<file path="src/rtl/lsu_mem_ctrl.sv">
// Load/store sequencer: serialises one RV32 load/store into 1/2/4 little-endian
// byte accesses on a byte-wide memory and returns an extended load result.
module lsu_mem_ctrl #(
  parameter int ADDR_W      = 32,
  parameter int MEM_BYTES   = 2048,
  parameter int MISALIGN_OK = 0
) (
  input  logic                         clk,
  input  logic                         rst,
  input  logic                         req_valid,
  output logic                         req_ready,
  input  logic                         req_we,
  input  logic [2:0]                   req_funct3,
  input  logic [ADDR_W-1:0]            req_addr,
  input  logic [ADDR_W-1:0]            req_wdata,
  output logic                         resp_valid,
  output logic [ADDR_W-1:0]            resp_rdata,
  output logic                         resp_err,
  output logic [$clog2(MEM_BYTES)-1:0] mem_addr,
  output logic                         mem_r_en,
  output logic                         mem_wr_en,
  output logic [7:0]                   mem_wdata,
  input  logic [7:0]                   mem_rdata
);

  localparam int MA_W = $clog2(MEM_BYTES);
  localparam int AW1  = ADDR_W + 1;

  typedef enum logic [1:0] {IDLE, ACCESS, DRAIN, RESP} state_t;

  state_t              state_reg, state_next;
  logic                we_reg;
  logic [2:0]          f3_reg;
  logic [MA_W-1:0]     addr_reg;
  logic [ADDR_W-1:0]   wdata_reg;
  logic [ADDR_W-1:0]   rdata_reg;
  logic [2:0]          nbytes_reg;
  logic [1:0]          k_reg;
  logic                err_reg;

  logic                hs;
  logic [2:0]          req_nbytes;
  logic [1:0]          req_mask;
  logic                f3_ok;
  logic                misal;
  logic                oor;
  logic                req_err;
  logic [AW1-1:0]      req_last;
  logic [1:0]          k_last;
  logic [1:0]          k_prev;

  assign hs     = req_valid && req_ready;
  assign k_last = 2'(nbytes_reg - 3'd1);
  assign k_prev = k_reg - 2'd1;

  // Request decode: size, legality, alignment and range (range at ADDR_W+1 bits so it cannot wrap)
  always_comb begin
    case (req_funct3[1:0])
      2'b00:   req_nbytes = 3'd1;
      2'b01:   req_nbytes = 3'd2;
      default: req_nbytes = 3'd4;
    endcase
    case (req_funct3)
      3'b000, 3'b001, 3'b010, 3'b100, 3'b101: f3_ok = 1'b1;
      default:                                f3_ok = 1'b0;
    endcase
    req_mask = 2'(req_nbytes - 3'd1);
    misal    = (MISALIGN_OK == 0) && (|(req_addr[1:0] & req_mask));
    req_last = {1'b0, req_addr} + AW1'(req_nbytes) - AW1'(1);
    oor      = (req_last >= AW1'(MEM_BYTES));
    req_err  = !f3_ok || (req_we && req_funct3[2]) || misal || oor;
  end

  always_ff @(posedge clk) begin
    if (rst) state_reg <= IDLE;
    else     state_reg <= state_next;
  end

  always_comb begin
    state_next = state_reg;
    case (state_reg)
      IDLE:    if (hs) state_next = req_err ? RESP : ACCESS;
      ACCESS:  if (k_reg == k_last) state_next = we_reg ? RESP : DRAIN;
      DRAIN:   state_next = RESP;
      RESP:    state_next = IDLE;
      default: state_next = IDLE;
    endcase
  end

  // Load bytes arrive one cycle after their strobe, so byte k-1 is captured while byte k is issued
  always_ff @(posedge clk) begin
    if (rst) begin
      we_reg     <= 1'b0;
      f3_reg     <= 3'b000;
      addr_reg   <= '0;
      wdata_reg  <= '0;
      rdata_reg  <= '0;
      nbytes_reg <= 3'd0;
      k_reg      <= 2'd0;
      err_reg    <= 1'b0;
    end else begin
      case (state_reg)
        IDLE: begin
          if (hs) begin
            we_reg     <= req_we;
            f3_reg     <= req_funct3;
            addr_reg   <= req_addr[MA_W-1:0];
            wdata_reg  <= req_wdata;
            nbytes_reg <= req_nbytes;
            err_reg    <= req_err;
            rdata_reg  <= '0;
            k_reg      <= 2'd0;
          end
        end
        ACCESS: begin
          k_reg <= k_reg + 2'd1;
          if (!we_reg && (k_reg != 2'd0))
            rdata_reg[{k_prev, 3'b000} +: 8] <= mem_rdata;
        end
        DRAIN: rdata_reg[{k_last, 3'b000} +: 8] <= mem_rdata;
        default: ;
      endcase
    end
  end

  // Strobes are gated by rst so an aborted request issues nothing in the reset cycle
  always_comb begin
    req_ready  = (state_reg == IDLE);
    mem_r_en   = (state_reg == ACCESS) && !we_reg && !rst;
    mem_wr_en  = (state_reg == ACCESS) && we_reg && !rst;
    mem_addr   = '0;
    mem_wdata  = 8'h00;
    if (state_reg == ACCESS) begin
      mem_addr = addr_reg + MA_W'(k_reg);
      if (we_reg) mem_wdata = wdata_reg[{k_reg, 3'b000} +: 8];
    end
    resp_valid = (state_reg == RESP);
    resp_err   = (state_reg == RESP) && err_reg;
    resp_rdata = '0;
    if ((state_reg == RESP) && !err_reg && !we_reg) begin
      case (f3_reg)
        3'b000:  resp_rdata = {{(ADDR_W-8){rdata_reg[7]}}, rdata_reg[7:0]};
        3'b001:  resp_rdata = {{(ADDR_W-16){rdata_reg[15]}}, rdata_reg[15:0]};
        3'b100:  resp_rdata = {{(ADDR_W-8){1'b0}}, rdata_reg[7:0]};
        3'b101:  resp_rdata = {{(ADDR_W-16){1'b0}}, rdata_reg[15:0]};
        default: resp_rdata = rdata_reg;
      endcase
    end
  end

endmodule

</file>
<file path="config.mk">
export PLATFORM = sky130hd
export DESIGN_NAME = lsu_mem_ctrl
export DESIGN_NICKNAME = d
export VERILOG_FILES = /design/src/rtl/lsu_mem_ctrl.sv
export SDC_FILE = /design/constraint.sdc
export NUM_CORES = 1
export LEC_CHECK = 0
export ABC_AREA = 1
export BUFFER_PORTS_ARGS = -buffer_cell sky130_fd_sc_hd__buf_2
export CORE_MARGIN = 1.5
export CORE_UTILIZATION = 27
export CTS_CLUSTER_SIZE = 25
export DETAILED_ROUTE_END_ITERATION = 10
export PLACE_DENSITY = 0.53
export SYNTH_ARGS = -nofsm -noshare
export SYNTH_HDL_FRONTEND = slang
export SYNTH_SLANG_ARGS = --single-unit
</file>
<file path="constraint.sdc">
create_clock -name clk -period 4.6 [get_ports clk]
set_input_delay 0.46 -clock clk [delete_from_list [all_inputs] [get_ports clk]]
set_output_delay 0.46 -clock clk [all_outputs]
set_load 0.01 [all_outputs]
</file>
==> PnR_summary.wiki, run 1 <==
{| class="wikitable"
! Metric !! Value
|-
| Layout cell share with drive strength beyond 1 || between 10 and 15%
|-
| Number of synthesized register bits || 86
|-
| Syn Area/Cell || between 5 and 6 sq um
|-
| DRC viols || 0
|-
| Clk network pwr share || 22.6%
|-
| Ordered list of cells on the worst path || ha_1, fa_1, nand2_1, inv_1, nand2_1, nor2_1, nand2_1, nor2_1, nand3_1, o21ai_0, nor3b_1, buf_2
|-
| Net count, final || 1584
|-
| Number of antenna violations at the first check in global routing || 2
|-
| Number of global-route vias before repair || around 8000
|-
| Clock transition at the register clock pins on the worst setup and hold paths after CTS || 0.07 ns
|-
| Worst flop-to-flop path startpoint || k_reg[0]
|-
| Clock sink count || 86
|-
| Total global routing track utilization || 17.6%
|-
| CP max stage delay || around 0.61 ns
|-
| Max-slew headroom || 26.8%
|-
| Clock latency reported for the late side of the worst-skew pair || 0.36 ns
|-
| Switching share of total power || between 40% and 50%
|-
| Routed WL per cell || 14.3 microns
|-
| Critical path data required time || approximately 4.1 ns
|-
| Final-report hold violation count || 0
|-
| Initial DRC count || 602
|-
| Min Clock Period, post-route || 3.13 ns
|-
| Setup slack of the most critical reg-to-reg path || 1.61 ns
|-
| Placed instance area || 8710 sq um
|-
| Critical path startpoint category || flip-flop
|-
| Largest net degree at the start of global routing || 58
|-
| Transition at the pin with the smallest max-transition slack || 1.10 ns
|-
| TritonCTS clock tree || done
|-
| Post-CTS setup buffers || 0
|-
| Gate power share || between 40% and 50%
|-
| Global-route wire length before repair || just over 40000 microns
|-
| Detailed Place HPWL || 19800 microns
|-
| Fillers || 3254
|-
| Netlist area before placement || 7700 sq um
|-
| Clk root buf || sky130_fd_sc_hd__clkbuf_16
|-
| Total Wirelength || 26200 microns
|-
| Total Die Area || 29600 sq um
|-
| CP max stage cell || sky130_fd_sc_hd__dfxtp_1
|-
| Pint || 1.74 mW
|-
| TritonCTS Buffers || 9
|-
| Synthesis-to-layout area growth || 17.1%
|-
| Number of endpoints failing setup at the final stage || 0
|-
| Most common cell on crit path || sky130_fd_sc_hd__nand2_1
|-
| Cell count after placement || ~1800
|-
| Via count || 8770
|-
| Final max-slew violation count || 0
|-
| Switch Pwr || 1.61 mW
|-
| Maximum resistive drop on vdd || 248 uV
|-
| Gp weighted congestion || 0.892
|-
| First-pass DRT Iterations || 5
|-
| Antenna Nets Post-Route || 0
|-
| Num ports || 135
|-
| Worst Hold Depth || 3
|-
| Worst Setup End Kind || primary output
|-
| Run status || completed
|-
| Quantity of hold-fixing buffers added after cts || 0
|-
| Rows || between 60 and 70
|-
| Total nets after synthesis || 1482
|-
| Cell Pwr Density || 372 nW/um^2
|-
| Fin Hold WS || 0.340 ns
|-
| Sequential Power Share || 29.2%
|-
| PostCTS Resize Cnt || 0
|-
| Length in cells of the worst reg-to-reg path || 9
|-
| Most common library cell in the layout ignoring fill and taps || sky130_fd_sc_hd__nand2_1
|-
| Depth of the CTS H-tree || 3
|-
| Maximum buffer depth of the clock tree || 2
|-
| Proportion of synthesized chip area in sequential cells || 22.3%
|-
| Final worst setup slack || 1.47 ns
|-
| Maximum frequency from static timing analysis || 319 MHz
|-
| Leading cell types in the layout, fill and taps excluded || 404 x sky130_fd_sc_hd__nand2_1, 197 x sky130_fd_sc_hd__inv_1, 134 x sky130_fd_sc_hd__buf_2
|-
| Hold Path Origin || req_wdata[17]
|-
| Chip Width || roughly 170 microns
|-
| Overflow after GRT || 0
|-
| Non-Filler Cell Area, Final || ~9000 sq um
|-
| Final instance count without filler cells || 1836
|-
| Post-placement worst setup slack || 1.50 ns
|-
| Critical register-to-register path endpoint || rdata_reg[11]
|-
| Post-synth EDFFs || 0
|-
| Core footprint || 27900 sq um
|-
| Ratio of final minimum period to clock period || 68.1%
|-
| Max-Cap Viols || 0
|-
| Height of the die || 172 microns
|-
| RSZ-0062 raised after global routing || false
|-
| Worst setup skew after layout || about 0.012 ns
|-
| Total Neg Setup Slack || 0 ns
|-
| Critical path data arrival time || 2.67 ns
|-
| Count of distinct cell types in the synthesized netlist || 33
|-
| Post-detailed-route via-to-cell ratio || 4.78
|-
| Share of synthesized registers carrying an async set or reset || 0%
|-
| Class of the most critical setup path || reg2out
|-
| Starting utilization of the core area || 27.6%
|-
| Path category of the worst min-delay check || in2reg
|-
| Endpoint, Worst Hold || wdata_reg[17]
|-
| Total of warnings raised by yosys || 0
|-
| Primary flip-flop cell chosen by synthesis mapping || sky130_fd_sc_hd__dfxtp_1
|-
| Mapped Cells || 1349
|-
| Peak fanout along the critical path || 15
|-
| Port Buffers || 134
|-
| Leak || 4.29 nW
|}
logic make-up after synthesis:
logic type	after synthesis	share of synthesized area [%]
XOR/XNOR	3	0.341
flip-flops	86	22.3
buffers and inverters	256	12.6
adder cells (fa/ha/maj)	54	8.97
AO/OA/AOI/OAI	338	23.8
AND/OR/NAND/NOR	612	32.0
power by group through the flow:
| stage | Sequential (mW) | Clock, mW | Combinational [mW] |
|---|---|---|---|
| detailed placement | 0.997 | 0 | 1.61 |
| global route | 1.00 | 0.808 | 1.83 |
| CTS | 0.980 | 0.781 | 1.62 |
| floorplan | 0.941 | 0 | 1.18 |
| finish | 0.981 | 0.759 | 1.62 |
| global placement | 0.993 | 0 | 1.60 |
per-layer routing:
| layer | routed length (microns) | up-vias | track usage (%) |
|---|---|---|---|
| met5 | 0 | - | 0 |
| met4 | 481 | 0 | 5.10 |
| met3 | 1090 | 32 | 2.59 |
| met2 | 12300 | 186 | 30.0 |
| met1 | 12300 | 3976 | 22.9 |
| li1 | - | 4576 | - |
how the worst max path moves through the flow:
stage                         to  slack (ns)           from
floorplan           state_reg[1]        2.00  req_funct3[1]
global placement    state_reg[1]        1.60  req_funct3[0]
detailed placement  state_reg[1]        1.50  req_funct3[1]
CTS                 mem_addr[10]        1.45       k_reg[0]
global route        mem_addr[10]        1.17       k_reg[0]
finish              mem_addr[10]        1.47       k_reg[0]
stage by stage:
step           power, mW  utilization (%)
4_1_cts             3.38             32.3
3_5_place_dp        2.61             31.2
2_1_floorplan       2.12                -
5_1_grt             3.64             32.3
3_3_place_gp        2.60             31.2
6_report            3.36             32.3
Yosys cell counts (2+ instances only):
cell                       number  area share [%]
sky130_fd_sc_hd__buf_1          3            0.15
sky130_fd_sc_hd__o21bai_1       2            0.19
sky130_fd_sc_hd__nand2_1      404              20
sky130_fd_sc_hd__or2_2          2            0.16
sky130_fd_sc_hd__nand2_2        4            0.32
sky130_fd_sc_hd__o21ai_0      120             7.8
sky130_fd_sc_hd__o22ai_1       30             2.4
sky130_fd_sc_hd__clkinv_1       5            0.24
sky130_fd_sc_hd__a211oi_1      15             1.5
sky130_fd_sc_hd__nor2_2         7            0.57
sky130_fd_sc_hd__nand3_1       42             2.7
sky130_fd_sc_hd__nand3b_1       7            0.68
sky130_fd_sc_hd__clkbuf_1      43             2.1
sky130_fd_sc_hd__dfxtp_1       86              22
sky130_fd_sc_hd__a31oi_1       33             2.7
sky130_fd_sc_hd__o21a_1         2            0.19
sky130_fd_sc_hd__nand4_1        8            0.65
sky130_fd_sc_hd__ha_1          52             8.4
sky130_fd_sc_hd__inv_2          2           0.097
sky130_fd_sc_hd__nor3_1        12            0.78
sky130_fd_sc_hd__a21oi_1      132             8.6
sky130_fd_sc_hd__a21o_1         2            0.19
sky130_fd_sc_hd__xor2_1         3            0.34
sky130_fd_sc_hd__fa_1           2            0.52
sky130_fd_sc_hd__buf_2          6            0.39
sky130_fd_sc_hd__inv_1        197             9.6
sky130_fd_sc_hd__nor2_1       122             5.9
final cells by class:
cell class,instances,area (sq um),share of cell area (%)
Inverter,204,766,8.49
Antenna cell,2,5.00,0.0555
Timing Repair Buffer,143,738,8.18
Sequential cell,86,1720,19.1
Clock buffer,9,225,2.50
Tap cell,378,473,5.24
Multi-Input combinational cell,1007,5010,55.6
Clock inverter,7,80.1,0.888
critical path, delay by kind of cell, from the launching register on:
family                     cells  cell delay [ns]
adders and majority gates      2             0.53
AOI/OAI and AO/OA              1             0.15
DFF                            1             0.61
buffers and inverters          2             0.23
and+or+nand+nor                7             0.79
(Power assumes the default switching activity.)
==> run 2, diff against run 1 <==
ABC_AREA = 0   (was 1)
PLACE_DENSITY = 0.55   (was 0.53)
clock period = 2.7 ns   (was 4.6 ns; I/O delays follow)
==> run 2 against run 1 <==
The flow now finishes with violations (negative setup slack). Non-clock buffer count increased by 111. Critical path depth increased by 6. Die area decreased by 4.2%. Sequential cell count unchanged. Critical path type is now in2reg. Critical endpoint is now state_reg[1]. Highest routed layer unchanged.
==> PnR_summary.wiki, run 2 <==
{| class="wikitable"
! Metric !! Value
|-
| Run status || complete, but fails checks
|-
| Failing checks || negative setup slack
|-
| First-pass DRT Iterations || 5 (unchanged)
|-
| Syn Area/Cell || 7.07 sq um (+24%)
|-
| DRC viols || 0 (unchanged)
|-
| Min Clock Period, post-route || 2.93 ns
|-
| Maximum buffer depth of the clock tree || 2 (unchanged)
|-
| Clk root buf || sky130_fd_sc_hd__clkbuf_16
|-
| Antenna Nets Post-Route || 0 (unchanged)
|-
| Length in cells of the worst reg-to-reg path || 9 (unchanged)
|-
| RSZ-0062 raised after global routing || true
|-
| Total inserted antenna cells || 0 (-2)
|-
| Class of the most critical setup path || in2reg
|-
| Layout cell share with drive strength beyond 1 || 25.8% (+14 points)
|-
| Post-synth EDFFs || 0 (unchanged)
|-
| Routed WL per cell || 15.4 microns (+7.7%)
|-
| Leading cell types in the layout, fill and taps excluded || 198 x sky130_fd_sc_hd__nand2_1, 132 x sky130_fd_sc_hd__buf_2, 117 x sky130_fd_sc_hd__buf_4
|-
| Most common library cell in the layout ignoring fill and taps || sky130_fd_sc_hd__nand2_1
|-
| Number of synthesized register bits || 86 (unchanged)
|-
| Port Buffers || 134 (unchanged)
|-
| Clock transition at the register clock pins on the worst setup and hold paths after CTS || 0.08 ns (about the same)
|-
| Height of the die || 168 microns (-2.1%)
|-
| Clk network pwr share || 24.5% (+1.9 points)
|-
| Largest net degree at the start of global routing || 57 (-1.7%)
|-
| Worst Setup End Kind || flip-flop
|-
| Critical path startpoint category || input pin
|-
| Detailed Place HPWL || 18400 microns (-7.2%)
|-
| Proportion of synthesized chip area in sequential cells || 23.4% (+1.0 points)
|-
| Switching share of total power || 42.4% (-5.7 points)
|-
| Total of warnings raised by yosys || 0 (unchanged)
|-
| CP max stage cell || sky130_fd_sc_hd__fa_2
|-
| Share of synthesized registers carrying an async set or reset || 0% (unchanged)
|-
| Max-Cap Viols || 0 (unchanged)
|-
| Most repeated cell in the gate-level netlist after synthesis || sky130_fd_sc_hd__nand2_1
|-
| Total nets after synthesis || 1175 (-21%)
|-
| Depth of the CTS H-tree || 3 (unchanged)
|-
| Worst flop-to-flop path startpoint || nbytes_reg[1]
|-
| Sequential Power Share || 29.8% (+0.6 points)
|-
| Peak fanout along the critical path || 3 (-12)
|-
| Worst setup skew after layout || 0.00912 ns (-0.00260 ns)
|-
| Gp weighted congestion || 0.890 (-0.22%)
|-
| Clock latency reported for the late side of the worst-skew pair || 0.35 ns (about the same)
|-
| Net count, final || 1370 (-14%)
|-
| Core footprint || 26900 sq um (-3.8%)
|-
| Post-placement worst setup slack || -0.772 ns (-2.27 ns)
|-
| Overflow after GRT || 0 (unchanged)
|-
| Maximum resistive drop on vdd || 301 uV (+21%)
|-
| Total Neg Setup Slack || -0.452 ns (-0.452 ns)
|-
| List of most frequent post-synthesis cells || 199 x sky130_fd_sc_hd__nand2_1, 108 x sky130_fd_sc_hd__a21oi_1, 89 x sky130_fd_sc_hd__o21ai_0
|-
| Gate power share || 45.8% (-2.3 points)
|-
| Share of the synthesized area in the top cell type || 23.4% (+1.0 points)
|-
| Num ports || 135 (unchanged)
|-
| Starting utilization of the core area || 27.4% (-0.15 points)
|-
| Netlist area before placement || 7370 sq um (-4.3%)
|-
| Rows || 60 (-1.6%)
|-
| Worst setup path endpoint || state_reg[1]
|-
| Cell Pwr Density || 547 nW/um^2 (+47%)
|-
| Critical register-to-register path endpoint || rdata_reg[10]
|-
| CP max stage delay || 0.35 ns (-0.26 ns)
|-
| Pint || 2.99 mW (+72%)
|-
| Number of global-route vias before repair || 7305 (-9.0%)
|-
| Maximum frequency from static timing analysis || ~340 MHz
|-
| Final-report hold violation count || 0 (unchanged)
|-
| Count of distinct cell types in the synthesized netlist || 77 (+130%)
|-
| Switch Pwr || 2.20 mW (+36%)
|-
| Critical path data required time || 2.93 ns (-1.21 ns)
|-
| Final max-slew violation count || 0 (unchanged)
|-
| Ratio of final minimum period to clock period || 108%
|-
| Setup slack of the most critical reg-to-reg path || 0.50 ns (-1.11 ns)
|-
| TritonCTS Buffers || 9 (unchanged)
|-
| Total Wirelength || 24300 microns (-7.2%)
|-
| Synthesis-to-layout area growth || 28.7%
|-
| Max-slew headroom || 39.1% (+12 points)
|-
| Launch point of the critical path || req_funct3[1]
|-
| Non-Filler Cell Area, Final || 9480 sq um (+5.1%)
|-
| Number of endpoints failing setup at the final stage || 2 (+2)
|-
| Total Die Area || 28300 sq um (-4.2%)
|-
| Primary flip-flop cell chosen by synthesis mapping || sky130_fd_sc_hd__dfxtp_1
|-
| Clock sink count || 86 (unchanged)
|-
| Total global routing track utilization || 16.9% (-0.74 points)
|-
| Ordered list of cells on the worst path || buf_8, or2_4, ha_4, inv_2, ha_4, inv_2, fa_2, nor2b_4, o31ai_4, buf_4, a211o_1, and3_4, nor4_4, o2111ai_2, nor4_2, nand4_1, o31ai_1, a21oi_1
|-
| Global-route wire length before repair || 38500 microns (-6.4%)
|-
| Transition at the pin with the smallest max-transition slack || 0.906 ns (-0.192 ns)
|-
| Final worst setup slack || -0.228 ns (-1.69 ns)
|-
| Post-detailed-route via-to-cell ratio || 5.03 (+5.3%)
|-
| Most area-consuming cells after synthesis || sky130_fd_sc_hd__dfxtp_1 23%, sky130_fd_sc_hd__nand2_1 10%, sky130_fd_sc_hd__ha_1 8.8%
|-
| Critical path data arrival time || 3.15 ns (+0.48 ns)
|-
| Yosys top cell by area || sky130_fd_sc_hd__dfxtp_1
|-
| Initial DRC count || 508 (-16%)
|-
| Leak || 4.13 nW (-3.8%)
|-
| Number of antenna violations at the first check in global routing || 0 (-2)
|-
| Via count || 7964 (-9.2%)
|-
| TritonCTS clock tree || done
|-
| Placed instance area || 9080 sq um (+4.3%)
|-
| Chip Width || 168 microns (-2.1%)
|-
| Mapped Cells || 1042 (-23%)
|-
| Path category of the worst min-delay check || in2reg
|}
-- run 2: final cells by class --
class | instances | area [sq um]
Inverter | 87 | 327
Sequential cell | 86 | 1720
Clock inverter | 7 | 75.1
Clock buffer | 9 | 225
Timing Repair Buffer | 254 | 1620
Tap cell | 341 | 427
Multi-Input combinational cell | 799 | 5090
Fill cell | 2933 | 17400
-- run 2: how the worst min path moves through the flow --
stage / start / end / cells past startpoint
4_1_cts: req_wdata[14] / wdata_reg[14] / 3
2_1_floorplan: req_addr[10] / addr_reg[10] / 2
5_1_grt: req_wdata[9] / wdata_reg[9] / 3
6_report: req_wdata[14] / wdata_reg[14] / 3
3_5_place_dp: wdata_reg[25] / wdata_reg[25] / 2
3_3_place_gp: wdata_reg[15] / wdata_reg[15] / 2
-- run 2: power groups by stage --
stage	Clock (mW)	Sequential (mW)	Combinational, mW
floorplan	0	1.54	1.53
detailed placement	0	1.57	2.33
CTS	1.31	1.54	2.37
global placement	0	1.57	2.33
finish	1.27	1.54	2.38
global route	1.35	1.57	2.61
-- run 2: kinds of logic after synthesis --
logic type / Yosys count / share of synthesized area, %
AND/OR/NAND/NOR: 371 / 22.7
AO/OA/AOI/OAI: 342 / 30.0
buffers and inverters: 157 / 9.15
flip-flops: 86 / 23.4
adder cells (fa/ha/maj): 54 / 9.37
XOR/XNOR: 19 / 2.26
multiplexers: 13 / 3.14
-- run 2: repair_timing --
item / in CTS / in global routing
hold buffers: 0 / 0
setup buffers: 1 / 0
endpoints found under the hold margin: 0 / 0
resized for setup: 13 / 3
setup endpoints to repair: 2 / 3
pin swaps: 9 / 4
-- run 2: worst max-delay path, delay by kind of cell --
kind | cells | cell delay (ns)
AOI/OAI and AO/OA | 5 | 0.84
buffers and inverters | 4 | 0.32
adders and majority gates | 3 | 0.64
and+or+nand+nor | 6 | 1.08
-- run 2: metal layers --
layer,vias to the layer above,part of all wire [%],track usage (%)
met1,3680,48,22.9
met3,36,4.5,2.52
met2,221,45,27.7
met4,0,1.9,4.97
met5,-,0,0
li1,4027,-,-
-- run 2: through the flow --
step | total power [mW] | util (%) | hold slack (ns) | std cells
global route | 5.53 | 35.3 | 0.137 | 1583
detailed placement | 3.90 | 33.8 | 0.447 | 1566
finish | 5.19 | 35.3 | 0.147 | 1583
CTS | 5.22 | 35.2 | 0.134 | 1583
floorplan | 3.06 | - | 0.403 | 1042
global placement | 3.90 | 33.8 | 0.440 | 1566
==> run 3, diff against run 2 <==
CTS_BUF_LIST = sky130_fd_sc_hd__clkbuf_16   (was default)
PLACE_DENSITY = 0.54   (was 0.55)
clock period = 3.28 ns   (was 2.7 ns; I/O delays follow)
==> run 3 against run 2 <==
The run now ends clean. Global-route usage down 0.63 points. Critical path depth is 1 lower. Sequential share of layout area increased by 1.5 points. Power decreased by 20%. Cell count down 5.1%. Hold slack gained 0.051 ns. Combinational power shrank 25%. Setup slack better by 0.45 ns.
==> PnR_summary.wiki, run 3 (synthesis results as in run 2) <==
{| class="wikitable"
! Metric !! Value
|-
| Ordered list of cells on the worst path || buf_2, or2_2, ha_1, inv_1, ha_1, inv_1, fa_2, nor2b_2, o31ai_2, a211oi_2, a211oi_2, o21ai_1, mux2i_1, nor4_2, nand4_1, nor4b_2, nor3_1
|-
| Non-Filler Cell Area, Final || 8760 sq um (-7.6%)
|-
| Critical path data required time || 3.53 ns (+0.60 ns)
|-
| Post-detailed-route via-to-cell ratio || 5.13 (+1.9%)
|-
| Gp weighted congestion || 0.912 (+2.4%)
|-
| Leak || 3.72 nW (-9.7%)
|-
| Initial DRC count || 522 (+2.8%)
|-
| Routed WL per cell || 15.6 microns (+1.4%)
|-
| Synthesis-to-layout area growth || 18.9%
|-
| Cell Pwr Density || 471 nW/um^2 (-14%)
|-
| DRC viols || 0 (unchanged)
|-
| Run status || completed
|-
| Largest net degree at the start of global routing || 51 (-11%)
|-
| Class of the most critical setup path || in2reg
|-
| Worst setup skew after layout || 0.00977 ns (+0.000646 ns)
|-
| Depth of the CTS H-tree || 3 (unchanged)
|-
| Starting utilization of the core area || 27.4% (unchanged)
|-
| Antenna Nets Post-Route || 0 (unchanged)
|-
| TritonCTS Buffers || 9 (unchanged)
|-
| Final Power || 4.13 mW (-20%)
|-
| Via count || 7704 (-3.3%)
|-
| Clock sink count || 86 (unchanged)
|-
| Clock latency reported for the late side of the worst-skew pair || 0.36 ns (about the same)
|-
| Final max-slew violation count || 0 (unchanged)
|-
| Maximum frequency from static timing analysis || between 300 and 400 MHz
|-
| Total Neg Setup Slack || 0 ns (+0.452 ns)
|-
| First-pass DRT Iterations || 5 (unchanged)
|-
| Net count, final || 1290 (-5.8%)
|-
| Maximum resistive drop on vdd || 339 uV (+13%)
|-
| Path category of the worst min-delay check || in2reg
|-
| Number of antenna violations at the first check in global routing || 2 (+2)
|-
| Detailed Place HPWL || 17100 microns (-6.8%)
|-
| CP max stage delay || 0.34 ns (about the same)
|-
| Maximum buffer depth of the clock tree || 2 (unchanged)
|-
| Total global routing track utilization || 16.3% (-0.63 points)
|-
| Chip Width || 168 microns (unchanged)
|-
| Total Wirelength || 23400 microns (-3.7%)
|-
| RSZ-0062 raised after global routing || false
|-
| Critical path startpoint category || input pin
|-
| Port Buffers || 134 (unchanged)
|-
| Max-Cap Viols || 0 (unchanged)
|-
| Number of global-route vias before repair || 7172 (-1.8%)
|-
| Layout cell share with drive strength beyond 1 || 20.0% (-5.9 points)
|-
| Placed instance area || 8410 sq um (-7.5%)
|-
| TritonCTS clock tree || done
|-
| Rows || 60 (unchanged)
|-
| Peak fanout along the critical path || 3 (unchanged)
|-
| Overflow after GRT || 0 (unchanged)
|-
| Height of the die || 168 microns (unchanged)
|-
| Clock transition at the register clock pins on the worst setup and hold paths after CTS || 0.08 ns (about the same)
|-
| Clk root buf || sky130_fd_sc_hd__clkbuf_16
|-
| Num ports || 135 (unchanged)
|-
| Core footprint || 26900 sq um (unchanged)
|-
| Final-report hold violation count || 0 (unchanged)
|-
| Min Clock Period, post-route || 3.05 ns
|-
| Leading cell types in the layout, fill and taps excluded || 199 x sky130_fd_sc_hd__nand2_1, 134 x sky130_fd_sc_hd__buf_2, 107 x sky130_fd_sc_hd__a21oi_1
|-
| Total Die Area || 28300 sq um (unchanged)
|-
| Ratio of final minimum period to clock period || 93.1%
|-
| Fin Hold WS || 0.198 ns (+0.0513 ns)
|-
| Worst Setup End Kind || flip-flop
|-
| Transition at the pin with the smallest max-transition slack || 0.929 ns (+0.0229 ns)
|-
| Critical path data arrival time || 3.30 ns (+0.15 ns)
|-
| Max-slew headroom || 37.6% (-1.5 points)
|-
| CP max stage cell || sky130_fd_sc_hd__fa_2
|-
| Most common library cell in the layout ignoring fill and taps || sky130_fd_sc_hd__nand2_1
|-
| Number of endpoints failing setup at the final stage || 0 (-2)
|-
| Total inserted antenna cells || 0 (unchanged)
|-
| Global-route wire length before repair || 37100 microns (-3.6%)
|}
[run 3: power breakdown]
group	internal [mW]	total, mW	switching [mW]
sequential	1.18	1.28	0.107
clock	0.540	1.07	0.528
combinational	0.622	1.78	1.16
[run 3: what timing repair did]
action	CTS	global route
hold buffers	0	0
setup buffers	0	2
endpoints found under the setup margin	0	2
gates resized for setup	0	11
[run 3: cell type report]
type | instances | area [sq um]
well taps | 341 | 427
multi-input cells | 799 | 5020
repair buffers | 174 | 971
flip-flops and latches | 86 | 1720
clock buffers | 9 | 225
clock inverters | 7 | 70.1
inverters | 87 | 327
fillers | 2937 | 18100
[run 3: worst max-delay path, delay by kind of cell]
kind,cells,cell delay (ns)
AND/OR/NAND/NOR,6,1.29
adder cells (fa/ha/maj),3,0.67
AO/OA/AOI/OAI,4,0.66
buffers and inverters,3,0.23
multiplexers,1,0.11
[run 3: worst paths after layout]
check | slack, ns | depth (start not counted) | from | endpoint
worst min-delay path | 0.20 | 3 | req_wdata[30] | wdata_reg[30]
worst max register to register | 1.02 | 9 | state_reg[1] | rdata_reg[30]
worst min register to register | 0.45 | 2 | wdata_reg[31] | wdata_reg[31]
worst max-delay path | 0.23 | 17 | req_funct3[0] | err_reg
[run 3: metrics by stage]
step / util [%] / worst slack (ns) / std cells
floorplan: - / 0.136 / 1042
global placement: 31.3 / -0.229 / 1485
detailed placement: 31.3 / -0.292 / 1485
CTS: 32.4 / 0.0703 / 1501
global route: 32.6 / 0.00363 / 1503
finish: 32.6 / 0.225 / 1503
[run 3: per-layer routing]
metal | wire length, microns | GRT usage [%]
met1 | 10600 | 20.9
met2 | 11100 | 27.7
met3 | 1260 | 2.70
met4 | 437 | 5.09
met5 | 16 | 0
